`src/rtl/seq_addtree_mul.sv`:
```
`default_nettype none
// ============================================================================
// Module   : seq_addtree_mul
// Brief    : Multi-cycle shift-and-add multiplier. Each BUSY cycle retires
//            BITS_PER_CYCLE multiplier bits through a balanced add tree.
//            Operands and the product use valid/ready handshakes.
//            Optional macro MUL_SIGNED_EN adds two's-complement support
//            (magnitude multiply followed by a conditional negate).
// Revision : 1.0 - initial release
// ============================================================================
module seq_addtree_mul #(
    parameter int WIDTH          = 8,
    parameter int BITS_PER_CYCLE = 2
) (
    input  logic                 clk,
    input  logic                 rst_n,
    input  logic                 in_valid,
    output logic                 in_ready,
    input  logic [WIDTH-1:0]     mul_a,
    input  logic [WIDTH-1:0]     mul_b,
    input  logic                 is_signed,
    output logic                 out_valid,
    input  logic                 out_ready,
    output logic [2*WIDTH-1:0]   mul_out,
    output logic                 busy
);

    localparam int PW    = 2 * WIDTH;
    localparam int N     = WIDTH / BITS_PER_CYCLE;
    localparam int CNT_W = $clog2(N + 1);

    localparam logic [1:0] C_IDLE = 2'd0;
    localparam logic [1:0] C_BUSY = 2'd1;
    localparam logic [1:0] C_DONE = 2'd2;

    generate
        if (!(BITS_PER_CYCLE == 1 || BITS_PER_CYCLE == 2 || BITS_PER_CYCLE == 4)
            || (WIDTH % BITS_PER_CYCLE) != 0) begin : g_bad_param
            $fatal(1, "seq_addtree_mul: BITS_PER_CYCLE must be 1, 2 or 4 and divide WIDTH");
        end
    endgenerate

    logic [1:0]       r_state;
    logic [1:0]       w_state_next;
    logic             r_in_ready;
    logic [PW-1:0]    r_a;
    logic [WIDTH-1:0] r_b;
    logic [PW-1:0]    r_acc;
    logic [CNT_W-1:0] r_cnt;
    logic [PW-1:0]    r_prod;

    logic [WIDTH-1:0] w_a_mag;
    logic [WIDTH-1:0] w_b_mag;
    logic [PW-1:0]    w_sum;
    logic [PW-1:0]    w_acc_next;
    logic [PW-1:0]    w_prod_final;
    logic             w_accept;
    logic             w_last;

    assign w_accept   = in_valid && r_in_ready;
    assign w_last     = (r_cnt == CNT_W'(1));
    assign w_acc_next = r_acc + w_sum;

`ifdef MUL_SIGNED_EN
    logic r_neg;
    logic w_neg_in;

    // Magnitudes of -2^(W-1) wrap to 2^(W-1), which is still correct unsigned.
    assign w_a_mag      = (is_signed && mul_a[WIDTH-1]) ? -mul_a : mul_a;
    assign w_b_mag      = (is_signed && mul_b[WIDTH-1]) ? -mul_b : mul_b;
    assign w_neg_in     = is_signed && (mul_a[WIDTH-1] ^ mul_b[WIDTH-1]);
    assign w_prod_final = r_neg ? -w_acc_next : w_acc_next;

    always_ff @(posedge clk or negedge rst_n) begin
        if (!rst_n) begin
            r_neg <= 1'b0;
        end else if (w_accept) begin
            r_neg <= w_neg_in;
        end
    end
`else
    logic w_unused_is_signed;

    assign w_unused_is_signed = is_signed;
    assign w_a_mag            = mul_a;
    assign w_b_mag            = mul_b;
    assign w_prod_final       = w_acc_next;
`endif

    // Multiplicand register is pre-shifted, so pp[k] already sits at the
    // current accumulator offset.
    logic [PW-1:0] w_pp [BITS_PER_CYCLE];

    generate
        for (genvar k = 0; k < BITS_PER_CYCLE; k++) begin : g_pp
            assign w_pp[k] = r_b[k] ? (r_a << k) : '0;
        end

        if (BITS_PER_CYCLE == 1) begin : g_tree1
            assign w_sum = w_pp[0];
        end else if (BITS_PER_CYCLE == 2) begin : g_tree2
            assign w_sum = w_pp[0] + w_pp[1];
        end else begin : g_tree4
            logic [PW-1:0] w_s0;
            logic [PW-1:0] w_s1;
            assign w_s0  = w_pp[0] + w_pp[1];
            assign w_s1  = w_pp[2] + w_pp[3];
            assign w_sum = w_s0 + w_s1;
        end
    endgenerate

    always_comb begin
        w_state_next = r_state;
        case (r_state)
            C_IDLE:  if (w_accept)  w_state_next = C_BUSY;
            C_BUSY:  if (w_last)    w_state_next = C_DONE;
            C_DONE:  if (out_ready) w_state_next = C_IDLE;
            default:                w_state_next = C_IDLE;
        endcase
    end

    always_ff @(posedge clk or negedge rst_n) begin
        if (!rst_n) begin
            r_state    <= C_IDLE;
            r_in_ready <= 1'b0;
        end else begin
            r_state    <= w_state_next;
            r_in_ready <= (w_state_next == C_IDLE);
        end
    end

    always_ff @(posedge clk or negedge rst_n) begin
        if (!rst_n) begin
            r_a    <= '0;
            r_b    <= '0;
            r_acc  <= '0;
            r_cnt  <= '0;
            r_prod <= '0;
        end else if (w_accept) begin
            r_a   <= PW'(w_a_mag);
            r_b   <= w_b_mag;
            r_acc <= '0;
            r_cnt <= CNT_W'(N);
        end else if (r_state == C_BUSY) begin
            r_a   <= r_a << BITS_PER_CYCLE;
            r_b   <= r_b >> BITS_PER_CYCLE;
            r_acc <= w_acc_next;
            r_cnt <= r_cnt - CNT_W'(1);
            if (w_last) begin
                r_prod <= w_prod_final;
            end
        end
    end

    assign in_ready  = r_in_ready;
    assign busy      = (r_state == C_BUSY);
    assign out_valid = (r_state == C_DONE);
    assign mul_out   = r_prod;

endmodule
`default_nettype wire

```
`config.mk`:
```
export PLATFORM = sky130hd
export DESIGN_NAME = seq_addtree_mul
export DESIGN_NICKNAME = d
export VERILOG_FILES = /design/src/rtl/seq_addtree_mul.sv
export SDC_FILE = /design/constraint.sdc
export NUM_CORES = 1
export LEC_CHECK = 0
export ABC_CLOCK_PERIOD_IN_PS = 4900
export CAP_MARGIN = 10
export CORE_MARGIN = 2
export CORE_UTILIZATION = 45
export CTS_CLUSTER_DIAMETER = 30
export DETAILED_ROUTE_END_ITERATION = 12
export MAX_ROUTING_LAYER = met4
export PLACE_DENSITY = 0.66
export SETUP_SLACK_MARGIN = 0.02
export SYNTH_ARGS = -nofsm -noshare
export SYNTH_HDL_FRONTEND = slang
export SYNTH_SLANG_ARGS = --single-unit
```
`constraint.sdc`:
```
create_clock -name clk -period 4.9 [get_ports clk]
set_clock_uncertainty 0.1 [all_clocks]
set_input_delay 0.98 -clock clk [delete_from_list [all_inputs] [get_ports clk]]
set_output_delay 0.98 -clock clk [all_outputs]
set_load 0.03 [all_outputs]
```
[Word level (Yosys, flattened, before mapping)]
Index checks and enable logic that the tools add are counted.
W data, S select, Z words.
Operators by class
  add/sub/neg operators: 3
  equal/unequal tests: 3
  mux-type cells: 14
  bitwise gates (word level): 1
  reduce and logical (&&, ||, !) cells: 5
Operator list (count)
  $mux W16: 6
  $add A16 B16 Y16: 2
  $mux W8: 2
  $mux W2: 3
  $mux W3: 2
  $pmux W2 S3: 1
  $logic_not A2 Y1: 2
  $eq A3 B1 Y1 const B: 1
  $reduce_and A3 Y1: 1
  $sub A3 B1 Y3 const B: 1
  $eq A2 B1 Y1 const B: 1
  $eq A2 B2 Y1 const B: 1
  $reduce_bool A2 Y1: 1
  $logic_and A1 B1 Y1: 1
  $not A1 Y1: 1
Storage, ports and cells
  register bits: 62
  output and inout port bits: 19
  logic and storage cells: 33

[Logic depth before layout (Yosys ltp)]
  depth in word-level cells: 5
  depth in mapped cells: 12
  mapped depth without buffers: 11

[Worst setup path before layout]
OpenSTA, ideal clock, no wires.
  path type: reg-to-reg
  start: register r_b[1]
  end: register r_prod[13], in the netlist mul_out[13]
  arrival: 2.858 ns
  data required time: 4.665 ns
  slack: 1.807 ns
  cell stages (with the launch flop): 13
  buffers on the path: 1
  clock period less this slack: 3.093 ns
  path through: dfrtp_1 -> clkbuf_1 -> nand2_1 -> fa_1 -> inv_1 -> ha_1 -> fa_1 -> a211oi_1 -> o21ai_0 -> a31oi_1 -> o21ai_0 -> xnor2_1 -> o21ai_0
Between the ends
  cells in the longest elaborated chain, start to end: 3
Ends and longest elaborated chain
  start, declared: line 47  | logic [WIDTH-1:0] r_b;
  start signal, assigned: line 141  | r_b <= w_b_mag;
  start signal, assigned: line 146  | r_b <= r_b >> BITS_PER_CYCLE;
  $mux W16: line 96  | assign w_pp[k] = r_b[k] ? (r_a << k) : '0;
  $add A16 B16 Y16: line 102  | assign w_sum = w_pp[0] + w_pp[1];
  $add A16 B16 Y16: line 62  | assign w_acc_next = r_acc + w_sum;
  end signal, assigned: line 150  | r_prod <= w_prod_final;
  end, declared: line 50  | logic [PW-1:0] r_prod;
No other way between the ends.
A chain may end at the register's enable or synchronous reset.

[Final worst setup path]
  start: register r_b[1]
  end: register r_prod[15], in the netlist mul_out[15]
Same word-level chain as after synthesis.

==> metrics.yaml <==
global_routing:
  grt_pass1_wl_microns: 13300
  grt_use_total_pct: 19.8
  grt_overflow: 0
  grt_max_degree: 48
  grt_pass1_vias: 2761
  antenna_found_initial: 0
synth:
  synth_edf_count: 0
  synth_area_per_cell_sq_um: 8.92
  syn_area_sq_mm: 0.00368
  postSynthCellCount: 413
  synth_top_family_by_area: "simple AND/OR/NAND/NOR gates"
  synth_top_area_share_pct: 42.1
  synth_common_cells: "nand2_1 (102), dfrtp_1 (62), a21oi_1 (34)"
  ys_ff_latch: 62
  async_flop_share_pct: 100
  muxShareOfSynthArea_pct: 0
  seq_area_frac_synth_pct: 42.1
  synth_most_common_cell: "nand2_1"
  synthSimpleGateAreaFrac_pct: 21.5
  synthXorXnorAreaFrac_pct: 3.80
  synth_flop_cell: "dfrtp_1"
  mappedNetlistNets: 466
  synth-adder-area-share_pct: 13.9
  yosys.area.top_type: "dfrtp_1"
  yosysUniqueCellTypes: 35
  synth_area_leaders: "dfrtp_1 (42%), nand2_1 (10%), fa_1 (8.1%), ha_1 (5.8%), and2_1 (4.8%)"
  synth_compound_area_share_pct: 15.6
  synth_warnings: 0
setup_path:
  crit_family: "adder cells"
  crit_buf_inv: 1
  cp-end-kind: "flip-flop"
  cp-start-kind: "flip-flop"
  cpPeakStageDelay_ns: 0.61
  crit_required_ns: 4.99
  cp_max_fo: 16
  critPathArrivalTime_ns: 3.55
  worst-r2r-cell-count: 11
  worstSetupPathDepth: 11
  slowest_stage: "dfrtp_1"
  crit_chain: "nand2_1 -> fa_1 -> inv_1 -> ha_1 -> fa_1 -> a211oi_1 -> o21ai_0 -> a31oi_1 -> a31oi_1 -> xnor2_1 -> o21ai_0"
  setup.worst_path.class: "reg -> reg"
detailed_routing:
  highest_layer: "met4"
  routedLengthMet1_microns: 4080
  met2RoutedLength_microns: 3450
  dr_wl_met3_microns: 275
  wl_per_cell_microns: 14.2
  drc: 0
  drt_iter0_markers: 150
  num_vias: 2922
  vias_per_cell: 5.26
  dr.pass1.iters: 7
  wl_microns: 7890
  ant_nets: 0
finish:
  antenna_cells: 0
  regArea_sq_mm: 0.00155
  fillers: 762
  multi_input_area_sq_mm: 0.00202
  final_area_sq_mm: 0.00433
  num-nets-final: 498
  drive_gt1_share_pct: 5.78
  area_growth_pct: 17.6
placement:
  portBuffers: 38
  place_area_sq_mm: 0.00414
  dp_hpwl_microns: 5470
  place_congestion: 0.904
timing:
  setup_viol: 0
  slew_violations: 0
  fin_crit_sh_pct: 70.5
  worst_pin_slew_ns: 0.725
  hold_viol_final: 0
  finalCriticalPeriod_ns: 3.46
  max_freq_ghz: 0.289
  max-slew-margin-rel_pct: 51.6
  setup-tns-final_ns: 0
  rsz0062_at_grt: "false"
die:
  core_sq_mm: 0.00809
  die_w_microns: 94.5
  pin_count: 40
  start_util_pct: 45.5
  die_area_sq_mm: 0.00893
  core.rowCount: 33
  die_height_microns: 94.5
power:
  leakage_nw: 2.00
  p_per_area_mw_per_mm2: 808
  ir_drop_uv: 366
clocking:
  clk_pin_slew_ns: 0.08
  cts_tree: "yes"
  post_cts_buffers: 0
  htreeDepth: 3
  clk_latency_ns: 0.34
  clock-sinks: 62
  cts-resized-gates: 0
  clock-root-buffer: "clkbuf_8"
  hold_buffers: 0
  clk_path_buf_depth: 2
  cts_made_buffers: 9
worst_hold_path:
  worstHoldPathType: "reg -> reg"
  hold_depth: 2
run:
  cap_violations: 0
outcome:
  status: "finished, final reports clean"
-- path summary, 6_finish.rpt --
| kind | startpoint | end | slack, ns |
|---|---|---|---|
| min reg2reg | mul_out[14] | mul_out[14] | 0.37 |
| max reg2reg | r_b[1] | mul_out[15] | 1.44 |
| max | r_b[1] | mul_out[15] | 1.44 |
| min | mul_out[14] | mul_out[14] | 0.37 |
| max in group asynchronous | rst_n | r_acc[7] | 3.21 |
| min in group asynchronous | rst_n | r_b[6] | 0.57 |
-- tightest hold or removal path, delay by kind of cell (launching register included) --
family,cells,cell delay (ns)
flops,1,0.34
compound gates,1,0.05
simple gates,1,0.04
-- flip-flops by register name (all words and copies together) (netlist names) --
| name | flops |
|---|---|
| r_state | 2 |
| r_acc | 16 |
| mul_out | 16 |
| r_b | 8 |
| in_ready | 1 |
| r_a | 16 |
| r_cnt | 3 |
-- metrics by stage --
step	setup WS, ns	hold WS (ns)	util, %	instances	power [mW]
after floorplan	1.81	0.336	-	413	2.52
after global placement	1.47	0.348	51.1	539	3.00
after detailed placement	1.43	0.366	51.1	539	3.05
after CTS	1.41	0.385	53.6	555	3.52
after global routing	1.08	0.393	53.6	555	3.84
final	1.44	0.374	53.6	555	3.50
-- cells in the final DEF, fill, tap and decap left out, types with 11 or more instances in the layout --
cell type / synthesis / routed
nand2_1: 102 / 102
dfrtp_1: 62 / 62
clkdlybuf4s50_1: 0 / 37
a21oi_1: 34 / 34
nor2_1: 29 / 29
and2_1: 28 / 28
o21ai_0: 23 / 23
ha_1: 17 / 17
a31oi_1: 16 / 16
fa_1: 15 / 15
xnor2_1: 11 / 11
-- where the power goes --
part	switching, mW	internal (mW)	leakage [nW]	total [mW]
clock network	0.212	0.236	0.0996	0.448
registers	0.195	0.750	0.784	0.945
logic	1.25	0.860	1.12	2.11
-- layer usage --
| layer | GRT usage [%] | up-vias |
|---|---|---|
| li1 | - | 1451 |
| met1 | 28.9 | 1398 |
| met2 | 28.8 | 64 |
| met3 | 3.11 | 9 |
| met4 | 5.19 | 0 |
| met5 | - | - |
-- layout make-up --
type / count / share of cell area [%]
Clock buffer: 9 / 2.86
Clock inverter: 7 / 1.70
Inverter: 6 / 0.520
Multi-Input combinational cell: 323 / 46.6
Sequential cell: 62 / 35.8
Tap cell: 105 / 3.03
Timing Repair Buffer: 43 / 9.53
-- logic make-up (layout without fill, tap and decap cells) --
| family | after synthesis | count (layout) |
|---|---|---|
| AND/OR/NAND/NOR | 178 | 178 |
| AO/OA/AOI/OAI | 97 | 97 |
| flip-flops | 62 | 62 |
| adder cells (fa/ha/maj) | 32 | 32 |
| buffers and inverters | 28 | 65 |
| XOR/XNOR | 16 | 16 |
No activity file was read; power rests on OpenSTA's default activity.
